==> src/rtl/sequencer_pkg.sv <==
// Shared definitions for the step sequencer control path.
//   - state_e        : control FSM state encoding
//   - DefDataW       : default pattern width (one bit per LED)
//   - DefAddrW       : default step memory address width
//   - DefNumSteps    : default number of sequence steps
package sequencer_pkg;

    localparam int unsigned DefDataW    = 2;
    localparam int unsigned DefAddrW    = 3;
    localparam int unsigned DefNumSteps = 8;

    typedef enum logic [1:0] {
        StIdle,
        StWr,
        StRdAddr,
        StRdData
    } state_e;

endpackage

==> src/rtl/step_timer.sv <==
// Free-running step timer: counts 0..STEP_COUNTS-1 and raises tick_o for the
// single cycle in which the count sits at its terminal value.
// Ports:
//   clk_i   : system clock
//   rst_ni  : asynchronous active-low reset (count returns to 0)
//   tick_o  : one-cycle pulse once every STEP_COUNTS cycles
module step_timer #(
    parameter int unsigned STEP_COUNTS = 1200000
) (
    input  logic clk_i,
    input  logic rst_ni,
    output logic tick_o
);

    localparam int unsigned CntW = (STEP_COUNTS > 1) ? $clog2(STEP_COUNTS) : 1;
    localparam logic [CntW-1:0] CntMax = CntW'(STEP_COUNTS - 1);

    logic [CntW-1:0] count_q, count_d;

    always_comb begin
        tick_o  = (count_q == CntMax);
        count_d = tick_o ? '0 : count_q + CntW'(1);
    end

    always_ff @(posedge clk_i or negedge rst_ni) begin
        if (!rst_ni) begin
            count_q <= '0;
        end else begin
            count_q <= count_d;
        end
    end

endmodule

==> src/rtl/sequencer_ctrl.sv <==
// Step sequencer control: advances the step pointer on every timer tick,
// arbitrates the single-port step memory between playback reads and user
// writes (writes first), and latches the current step pattern onto the LEDs.
// Ports:
//   clk        : system clock
//   rst_btn    : asynchronous active-low reset
//   set_req    : one-cycle request to store set_data at the current step
//   set_data   : pattern to store, sampled with set_req
//   set_ack    : one-cycle pulse in the cycle the write reaches memory
//   mem_addr   : step memory address
//   mem_we     : step memory write enable
//   mem_re     : step memory read enable
//   mem_wdata  : step memory write data
//   mem_rdata  : step memory read data, valid the cycle after mem_re
//   led        : pattern of the current step
//   step_idx   : current step pointer
module sequencer_ctrl
    import sequencer_pkg::*;
#(
    parameter int unsigned STEP_COUNTS = 1200000,
    parameter int unsigned NUM_STEPS   = DefNumSteps,
    parameter int unsigned ADDR_W      = DefAddrW,
    parameter int unsigned DATA_W      = DefDataW
) (
    input  logic              clk,
    input  logic              rst_btn,
    input  logic              set_req,
    input  logic [DATA_W-1:0] set_data,
    output logic              set_ack,
    output logic [ADDR_W-1:0] mem_addr,
    output logic              mem_we,
    output logic              mem_re,
    output logic [DATA_W-1:0] mem_wdata,
    input  logic [DATA_W-1:0] mem_rdata,
    output logic [DATA_W-1:0] led,
    output logic [ADDR_W-1:0] step_idx
);

    localparam logic [ADDR_W-1:0] LastStep = ADDR_W'(NUM_STEPS - 1);

    logic tick;

    state_e            state_q, state_d;
    logic              wr_pend_q, wr_pend_d;
    logic              rd_pend_q, rd_pend_d;
    logic [ADDR_W-1:0] wr_addr_q, wr_addr_d;
    logic [DATA_W-1:0] wr_data_q, wr_data_d;
    logic [ADDR_W-1:0] step_idx_q, step_idx_d;
    logic [DATA_W-1:0] led_q, led_d;
    logic              set_ack_q, set_ack_d;
    logic              mem_we_q, mem_we_d;
    logic              mem_re_q, mem_re_d;
    logic [ADDR_W-1:0] mem_addr_q, mem_addr_d;
    logic [DATA_W-1:0] mem_wdata_q, mem_wdata_d;

    step_timer #(
        .STEP_COUNTS(STEP_COUNTS)
    ) u_step_timer (
        .clk_i (clk),
        .rst_ni(rst_btn),
        .tick_o(tick)
    );

    always_comb begin
        state_d     = state_q;
        wr_pend_d   = wr_pend_q;
        rd_pend_d   = rd_pend_q;
        wr_addr_d   = wr_addr_q;
        wr_data_d   = wr_data_q;
        step_idx_d  = step_idx_q;
        led_d       = led_q;
        set_ack_d   = 1'b0;
        mem_we_d    = 1'b0;
        mem_re_d    = 1'b0;
        mem_addr_d  = mem_addr_q;
        mem_wdata_d = mem_wdata_q;

        if (tick) begin
            step_idx_d = (step_idx_q == LastStep) ? '0 : step_idx_q + ADDR_W'(1);
        end

        // Memory strobes and address/data are registered from the next state,
        // so they are valid during the cycle the FSM occupies WR / RD_ADDR.
        case (state_q)
            StIdle: begin
                if (wr_pend_q) begin
                    state_d   = StWr;
                    mem_we_d  = 1'b1;
                    set_ack_d = 1'b1;
                    // A request landing in this same cycle replaces the pending
                    // one, so forward it to keep a single write with the latest data.
                    mem_addr_d  = set_req ? step_idx_q : wr_addr_q;
                    mem_wdata_d = set_req ? set_data : wr_data_q;
                end else if (rd_pend_q) begin
                    state_d    = StRdAddr;
                    mem_re_d   = 1'b1;
                    // Use the post-tick pointer so a coincident tick is not read stale.
                    mem_addr_d = step_idx_d;
                end
            end
            StWr: begin
                wr_pend_d = 1'b0;
                if (wr_addr_q == step_idx_q) begin
                    rd_pend_d = 1'b1;
                end
                state_d = StIdle;
            end
            StRdAddr: begin
                rd_pend_d = 1'b0;
                state_d   = StRdData;
            end
            StRdData: begin
                led_d   = mem_rdata;
                state_d = StIdle;
            end
            default: begin
                state_d = StIdle;
            end
        endcase

        // New events override the clears above.
        if (tick) begin
            rd_pend_d = 1'b1;
        end
        if (set_req) begin
            wr_pend_d = 1'b1;
            wr_addr_d = step_idx_q;
            wr_data_d = set_data;
        end
    end

    always_ff @(posedge clk or negedge rst_btn) begin
        if (!rst_btn) begin
            state_q     <= StIdle;
            wr_pend_q   <= 1'b0;
            rd_pend_q   <= 1'b1;
            wr_addr_q   <= '0;
            wr_data_q   <= '0;
            step_idx_q  <= '0;
            led_q       <= '0;
            set_ack_q   <= 1'b0;
            mem_we_q    <= 1'b0;
            mem_re_q    <= 1'b0;
            mem_addr_q  <= '0;
            mem_wdata_q <= '0;
        end else begin
            state_q     <= state_d;
            wr_pend_q   <= wr_pend_d;
            rd_pend_q   <= rd_pend_d;
            wr_addr_q   <= wr_addr_d;
            wr_data_q   <= wr_data_d;
            step_idx_q  <= step_idx_d;
            led_q       <= led_d;
            set_ack_q   <= set_ack_d;
            mem_we_q    <= mem_we_d;
            mem_re_q    <= mem_re_d;
            mem_addr_q  <= mem_addr_d;
            mem_wdata_q <= mem_wdata_d;
        end
    end

    assign set_ack   = set_ack_q;
    assign mem_we    = mem_we_q;
    assign mem_re    = mem_re_q;
    assign mem_addr  = mem_addr_q;
    assign mem_wdata = mem_wdata_q;
    assign led       = led_q;
    assign step_idx  = step_idx_q;

endmodule

==> config.mk <==
export PLATFORM = sky130hd
export DESIGN_NAME = sequencer_ctrl
export DESIGN_NICKNAME = d
export VERILOG_FILES = /design/src/rtl/sequencer_pkg.sv /design/src/rtl/step_timer.sv /design/src/rtl/sequencer_ctrl.sv
export SDC_FILE = /design/constraint.sdc
export NUM_CORES = 1
export LEC_CHECK = 0
export CAP_MARGIN = 10
export CORE_ASPECT_RATIO = 0.7
export CORE_MARGIN = 1
export CORE_UTILIZATION = 40
export DETAILED_ROUTE_END_ITERATION = 8
export PLACE_DENSITY = 0.63
export SLEW_MARGIN = 0
export SYNTH_ARGS = -nofsm -noshare
export SYNTH_HDL_FRONTEND = slang
export SYNTH_SLANG_ARGS = --single-unit
==> constraint.sdc <==
create_clock -name clk -period 5.1 [get_ports clk]
set_input_delay 1.02 -clock clk [delete_from_list [all_inputs] [get_ports clk]]
set_output_delay 1.02 -clock clk [all_outputs]
set_load 0.03 [all_outputs]
Yosys cells after proc, flatten, opt, wreduce, memory -nomap -nowiden
Cells that the tools add are included.
W data, S select, Z words.
{"block": "word_totals", "ff_bits": 42, "in_bits": 7, "out_inout_bits": 13, "elab_cells": 50}
{"block": "classes", "addsub": 2, "eq_ne": 8, "muxes": 20, "reduce_logical": 8}
{"operator": "$add A21 B1 Y21 const B", "count": 1}
{"operator": "$eq A21 B21 Y1 const B", "count": 1}
{"operator": "$mux W21", "count": 1}
{"operator": "$mux W3", "count": 5}
{"operator": "$mux W1", "count": 9}
{"operator": "$mux W2", "count": 3}
{"operator": "$ne A3 B3 Y1 const B", "count": 2}
{"operator": "$pmux W2 S3", "count": 1}
{"operator": "$reduce_and A2 Y1", "count": 3}
{"operator": "$eq A2 B2 Y1 const B", "count": 2}
{"operator": "$reduce_bool A2 Y1", "count": 2}
{"operator": "$add A3 B1 Y3 const B", "count": 1}
{"operator": "$eq A3 B3 Y1", "count": 1}
{"operator": "$eq A3 B3 Y1 const B", "count": 1}
{"operator": "$reduce_bool A3 Y1", "count": 1}
{"operator": "$eq A2 B1 Y1 const B", "count": 1}
{"operator": "$logic_not A2 Y1", "count": 1}
{"operator": "$pmux W1 S2", "count": 1}
{"operator": "$reduce_or A2 Y1", "count": 1}

Longest topological paths before layout
Gate-level depths: netlist (run 1).
{"block": "depth", "depth_word": 5, "depth_mapped": 6, "depth_no_buf": 5}

Hierarchy
A second synthesis (run 1) with hierarchy kept.
{"block": "unflattened", "cells_unflattened": 167, "hier_area_um2": 1935.6}
{"mod": "step_timer", "instances": 1, "cells_per_inst": 96, "area_per_inst_um2": 1002.2, "seq_area_each_um2": 525.5}
{"mod": "sequencer_ctrl", "instances": 1, "cells_per_inst": 71, "area_per_inst_um2": 933.4, "seq_area_each_um2": 526.8}

Least setup slack after synthesis (run 1)
No wires, ideal clock.
{"block": "synth_timing", "kind": "register -> register", "startpoint": "reg u_step_timer.count_q[0]", "endpoint": "reg u_step_timer.count_q[10]", "setup_time_ps": 119, "t_arrival_ps": 1645, "required_time_ps": 4981, "slack_ps": 3336, "stages_incl_launch_ff": 7, "path_buffers": 1, "synth_period_minus_slack_ps": 1764, "path_cell_list": "dfrtp_1 > ha_1 > nand4_1 > or4_1 > nor2_4 > buf_6 > nor2_1"}
{"block": "synth_between", "elab_chain_len": 2, "elab_cells_between_ends": 3, "classes_between": "add/sub (1); eq/ne (1); mux (1)"}
{"item": "start: declaration", "line": "step_timer.sv:18", "rtl": "logic [CntW-1:0] count_q, count_d;"}
{"item": "start signal: assignment", "line": "step_timer.sv:29", "rtl": "count_q <= count_d;"}
{"item": "$add A21 B1 Y21 / $eq A21 B21 Y1 (equally long branches)", "line": "step_timer.sv:22, step_timer.sv:21"}
{"item": "$mux W21 (*)", "line": "step_timer.sv:22", "rtl": "count_d = tick_o ? '0 : count_q + CntW'(1);"}
{"item": "via u_step_timer.count_d[10]", "line": "step_timer.sv:18"}
The timed path passes the listed nets; every way through them passes the cells marked *.
A chain may end at the register's enable or synchronous reset.

Final worst setup path (run 1)
{"block": "layout_timing", "startpoint": "reg step_idx_q[0] (netlist: step_idx[0])", "endpoint": "out step_idx[0]"}
{"item": "start: declaration", "line": "sequencer_ctrl.sv:48", "rtl": "logic [ADDR_W-1:0] step_idx_q, step_idx_d;"}
{"item": "start signal: assignment", "line": "sequencer_ctrl.sv:152", "rtl": "step_idx_q <= step_idx_d;"}
{"item": "end: declaration", "line": "sequencer_ctrl.sv:36", "rtl": "output logic [ADDR_W-1:0] step_idx"}
No word-level cell between the ends.

==> impl_results.md, run 1 <==
- Status: complete, but fails checks
- Failing checks: DRC
- H-tree Lvls: 2
- WL/cell: 14.77 um
- Cell area after synthesis: 1903 um2
- Ys async rst share: 100.0%
- Crit path max-delay family: buffers and inverters
- Die Area: 5042 um2
- Setup CP Type: register to primary output
- Worst Path Required: 4.08 ns
- CP max stage delay: 0.73 ns
- Core outline area: 4454 um2
- Post-Syn Nets: 177
- Initial DRT Pass Iterations: 6
- DRC viols: 4
- Crit. End Element: primary output
- Die height: 59.71 um
- 1st-iter DRT viols: 71
- Number of enable flip-flop cells after synthesis: 0
- Top sig layer: met4
- DP Area: 2138 um2
- Wire length on met3: 116 um
- Setup crit start kind: register
- WP buf/inv: 1
- Ys Warns: 0
- CTS Hold Bufs: 0
- Fin cells: 247
- Area grow syn2layout: 19.59%
- Worst-margin pin slew: 0.9167 ns
- CP Cell Sequence: clkdlybuf4s50_1
- Worst-path fanout max: 6
- Worst setup slack after layout: 2.590 ns
- Tot Pwr: 1.023 mW
- Cell count after synthesis: 167
- Rel. slew slack: 38.88%
- Initial Util: 42.72%
- Slowest-stage cell, CP: clkdlybuf4s50_1
- Post_cts resized: 0
- Net count, final: 201
- Setup violators final: 0
- Die width: 84.44 um
- Syn Area/Cell: 11.40 um2
- Highest clock rate: 398.4 MHz
- Register area share after synthesis: 55.29%
- Cell Pwr Density: 449.3 nW/um2
- DRT Wirelength: 3648 um
- Input/output buffers: 19
- Root Driver: clkbuf_8
- Vias: 1322
- Clock-pin slew on the worst setup and hold paths: 0.08 ns
- Fin crit period: 2.510 ns
- # placed instances: 239
- # clock sinks: 42
- Gr usage total: 16.19%
- RSZ-0062 raised after global routing: no
- Total leakage power: 0.9810 nW
- Worst-Skew Late Latency: 0.29 ns
- Total grt overflow: 0
- Post-Place Setup Slack: 2.648 ns
- Clock skew: 0.006033 ns
- Post-CTS Setup Inserts: 0
- Max Root-Sink Buffers: 2
- Yosys reg bits: 42
- Placed wire-length estimate: 2638 um
- Routed met1 length: 1776 um
- Number of buffers created by CTS: 5
- Layout cells sized above 1: 14.06%
- Synth unique cells: 34
- Main flop type after synthesis: dfrtp_1
- Final hold vios: 0
- Diodes inserted: 0
- Hold crit path type: register to register
- Design Area, Final: 2276 um2
- Std cell rows: 20
- Max-slew violations: 0
- Met2 WL: 1722 um
- Global-route wire length before repair: 6216 um
- Largest net degree at the start of global routing: 43
- CTS tree: yes
- Max cap viols: 0
- Peak supply drop: 0.0002002 V
- GP Congestion: 0.8151
- Worst hold margin: 0.4880 ns
- Critical Path AT: 1.49 ns
- Post-DRT Antenna Nets: 0
- Initial antenna violation count: 0
- IO Count: 20
- Drt via density: 5.352
- Fin util: 51.10%
- Vias in the first global route: 1333
- Setup TNS: 0 ns
- Period utilisation layout: 49.22%
-- registers in the layout, summed over array words and instances (netlist names) --
register / cells
state_q: 2
mem_wdata: 2
wr_pend_q: 1
mem_addr: 3
wr_addr_q: 3
u_step_timer.count_q: 21
mem_re: 1
led: 2
step_idx: 3
wr_data_q: 2
rd_pend_q: 1
mem_we: 1
-- report_power, final --
group          leakage (nW)  internal [mW]  switching [mW]
Clock                0.0683          0.196           0.117
Sequential            0.545          0.386          0.0363
Combinational         0.368          0.131           0.156
Total                 0.981          0.713           0.310
-- routing by layer --
layer  track usage (%)  vias to the layer above
met4             5.085                        0
met5                 0                        -
met2             26.70                       19
met1             21.32                      657
met3             4.420                        5
li1                  -                      641
-- path summary, 6_finish.rpt --
kind | start | endpoint | slack, ns | cells after the start
min in group asynchronous | rst_btn | u_step_timer.count_q[9] | 0.85 | 1
max | step_idx[0] | step_idx[0] | 2.59 | 1
min reg2reg | u_step_timer.count_q[18] | u_step_timer.count_q[18] | 0.49 | 1
max reg2reg | u_step_timer.count_q[0] | rd_pend_q | 2.99 | 5
max in group asynchronous | rst_btn | wr_addr_q[0] | 3.67 | 1
min | u_step_timer.count_q[18] | u_step_timer.count_q[18] | 0.49 | 1
-- synthesized netlist by cell type, drive strengths merged (2+ instances only) --
library cell  instances  share of area, %
nor3                  8               2.1
nand2                 8               1.6
xor2                  5               2.3
dfrtp                41                54
o21ai                 5               1.3
nor2                 15               3.4
a31oi                 3              0.99
nand3                10               2.6
xnor2                15               6.9
nand4                 7               2.3
buf                   2              0.99
a21oi                 5               1.3
nor4                  3              0.99
inv                   8               1.6
ha                    3               2.0
mux2                 12               7.1
and3                  3              0.99
-- placed cells by master, fill, tap and decap left out, types with 2 or more instances in the layout --
cell type,count
ha_1,3
nand2_1,8
nor3_1,8
clkbuf_8,5
and3_1,3
dfrtp_1,41
xor2_1,5
xnor2_1,15
inv_1,8
a21oi_1,5
clkdlybuf4s50_1,18
nand4_1,7
a31oi_1,3
nor2_1,14
o21ai_1,4
mux2_2,12
nand3_1,10
nor4_1,3
bufinv_16,2
-- final cells by class --
class / instances / area (um2)
Clock buffer: 5 / 68.82
Clock inverter: 3 / 68.82
Fill cell: 394 / 2178
Inverter: 8 / 30.03
Multi-Input combinational cell: 115 / 802.0
Sequential cell: 42 / 1052
Tap cell: 55 / 68.82
Timing Repair Buffer: 19 / 185.2
-- cells by family (layout without fill, tap and decap cells) --
| family | after synthesis | after routing | synth area share (%) |
|---|---|---|---|
| DFF | 42 | 42 | 55.29 |
| AOI/OAI and AO/OA | 17 | 17 | 5.523 |
| adders and majority gates | 3 | 3 | 1.973 |
| xor gates and xnor gates | 20 | 20 | 9.205 |
| and+or+nand+nor | 62 | 62 | 17.82 |
| buffers and inverters | 10 | 35 | 2.564 |
| muxes | 13 | 13 | 7.627 |
No activity file was read; power rests on OpenSTA's default activity.
==> run 2, diff against run 1 <==
==> constraint.sdc (replaced) <==
create_clock -name clk -period 2.5 [get_ports clk]
set_input_delay 0.5 -clock clk [delete_from_list [all_inputs] [get_ports clk]]
set_output_delay 0.5 -clock clk [all_outputs]
set_load 0.03 [all_outputs]
==> impl_results.md, run 2 (same netlist as run 1, synthesis figures left out) <==
- Worst Path Required: 2.00 ns (-2.08 ns)
- Commonest non-fill, non-tap cell in the layout: dfrtp_1
- Cell Pwr Density: 876.0 nW/um2 (+95%)
- Commonest non-fill, non-tap cells in the layout: 41 x dfrtp_1, 18 x clkdlybuf4s50_1, 15 x xnor2_1
- Rel. slew slack: 39.54% (+0.66 points)
- Initial DRT Pass Iterations: 6 (unchanged)
- Core outline area: 4454 um2 (unchanged)
- Peak supply drop: 0.0005474 V (+170%)
- # clock sinks: 42 (unchanged)
- Max-slew violations: 0 (unchanged)
- Critical Path AT: 1.49 ns (about the same)
- Crit path max-delay family: buffers and inverters
- Routed met1 length: 2006 um (+13%)
- Crit. End Element: primary output
- Std cell rows: 20 (unchanged)
- Max FFs per register: 21 (unchanged)
- Initial Util: 42.72% (unchanged)
- Worst-path fanout max: 6 (unchanged)
- Drt via density: 5.177 (-3.3%)
- Clock skew: 0.003210 ns (-0.002824 ns)
- Die height: 59.71 um (unchanged)
- DRC viols: 4 (unchanged)
- Clock-pin slew on the worst setup and hold paths: 0.08 ns (about the same)
- Post-CTS Setup Inserts: 0 (unchanged)
- Wire length on met3: 138 um (+19%)
- Design Area, Final: 2255 um2 (-0.93%)
- Diodes inserted: 0 (unchanged)
- Status: complete, but fails checks
- Post-DRT Antenna Nets: 0 (unchanged)
- Area grow syn2layout: 18.47%
- Vias in the first global route: 1243 (-6.8%)
- Failing checks: DRC
- Total leakage power: 0.9747 nW (-0.64%)
- Post-Place Setup Slack: 0.5406 ns (-2.107 ns)
- Hold crit path type: primary input to async pin
- Fin crit period: 1.990 ns
- Setup TNS: 0 ns (unchanged)
- Setup violators final: 0 (unchanged)
- Fin util: 50.62% (-0.48 points)
- IO Count: 20 (unchanged)
- Largest register by flop count: u_step_timer.count_q
- CP Cell Sequence: clkdlybuf4s50_1
- CP max stage delay: 0.72 ns (about the same)
- DRT Wirelength: 3735 um (+2.4%)
- Total grt overflow: 0 (unchanged)
- Final hold vios: 0 (unchanged)
- Global-route wire length before repair: 6313 um (+1.6%)
- Worst-margin pin slew: 0.9069 ns (-0.009866 ns)
- Net count, final: 202 (+0.50%)
- Input/output buffers: 19 (unchanged)
- Initial antenna violation count: 0 (unchanged)
- Worst setup slack after layout: 0.5096 ns (-2.080 ns)
- Max cap viols: 0 (unchanged)
- RSZ-0062 raised after global routing: no
- Layout cells sized above 1: 14.51% (+0.45 points)
- R2R cell count: 5 (unchanged)
- Vias: 1284 (-2.9%)
- GP Congestion: 0.7717 (-5.3%)
- Cell depth of the worst setup path: 1 (unchanged)
- Post_cts resized: 0 (unchanged)
- CTS tree: yes
- Max Root-Sink Buffers: 2 (unchanged)
- Highest clock rate: 502.4 MHz
- Placed wire-length estimate: 2751 um (+4.3%)
- WL/cell: 15.06 um (+2.0%)
- DP Area: 2146 um2 (+0.35%)
- H-tree Lvls: 2 (unchanged)
- CTS Hold Bufs: 0 (unchanged)
- Slowest-stage cell, CP: clkdlybuf4s50_1
- Top sig layer: met4
- Worst-Skew Late Latency: 0.29 ns (about the same)
- Die Area: 5042 um2 (unchanged)
- Met2 WL: 1571 um (-8.8%)
- 1st-iter DRT viols: 104 (+46%)
- Number of buffers created by CTS: 5 (unchanged)
- Setup CP Type: register to primary output
- Root Driver: clkbuf_8
- Worst hold margin: 0.3360 ns (-0.1520 ns)
- Period utilisation layout: 79.61%
- Setup crit start kind: register
- Die width: 84.44 um (unchanged)
- Gr usage total: 16.75% (+0.56 points)
- Largest net degree at the start of global routing: 43 (unchanged)
- WP buf/inv: 1 (unchanged)
run 2: layer usage:
metal | GRT usage [%] | vias to the layer above
met5 | 0 | -
met3 | 4.144 | 2
li1 | - | 640
met2 | 23.65 | 26
met1 | 25.36 | 616
met4 | 5.327 | 0
run 2: worst reg2reg max path: stages, from the launching register on:
cell     delay, ns
dfrtp_1       0.40
ha_1          0.23
nand4_1       0.16
or4_1         0.62
nor2_4        0.30
a221o_1       0.17
run 2: area by class of cell:
type	count	area [um2]
Fill cell	385	2200
Sequential cell	42	1052
Multi-Input combinational cell	115	802.0
Timing Repair Buffer	20	192.7
Clock buffer	5	68.82
Tap cell	55	68.82
Clock inverter	3	40.04
Inverter	8	30.03
run 2: stage by stage:
stage | power (mW) | instances
CTS | 1.990 | 248
detailed placement | 1.471 | 240
floorplan | 1.241 | 167
global placement | 1.457 | 240
global route | 2.071 | 248
finish | 1.975 | 248
run 2: worst paths after layout:
| check | endpoint | from | slack, ns |
|---|---|---|---|
| worst max-delay path | step_idx[0] | step_idx[0] | 0.51 |
| worst min-delay path | u_step_timer.count_q[19] | rst_btn | 0.34 |
| worst max register to register | rd_pend_q | u_step_timer.count_q[0] | 0.57 |
| worst min register to register | u_step_timer.count_q[18] | u_step_timer.count_q[18] | 0.50 |
| max in group asynchronous | u_step_timer.count_q[14] | rst_btn | 1.59 |
| min in group clk | u_step_timer.count_q[18] | u_step_timer.count_q[18] | 0.50 |
run 2: power by group:
part,switching [mW],internal [mW]
Combinational,0.320,0.267
Sequential,0.0781,0.788
Clock,0.229,0.294
Total,0.627,1.35
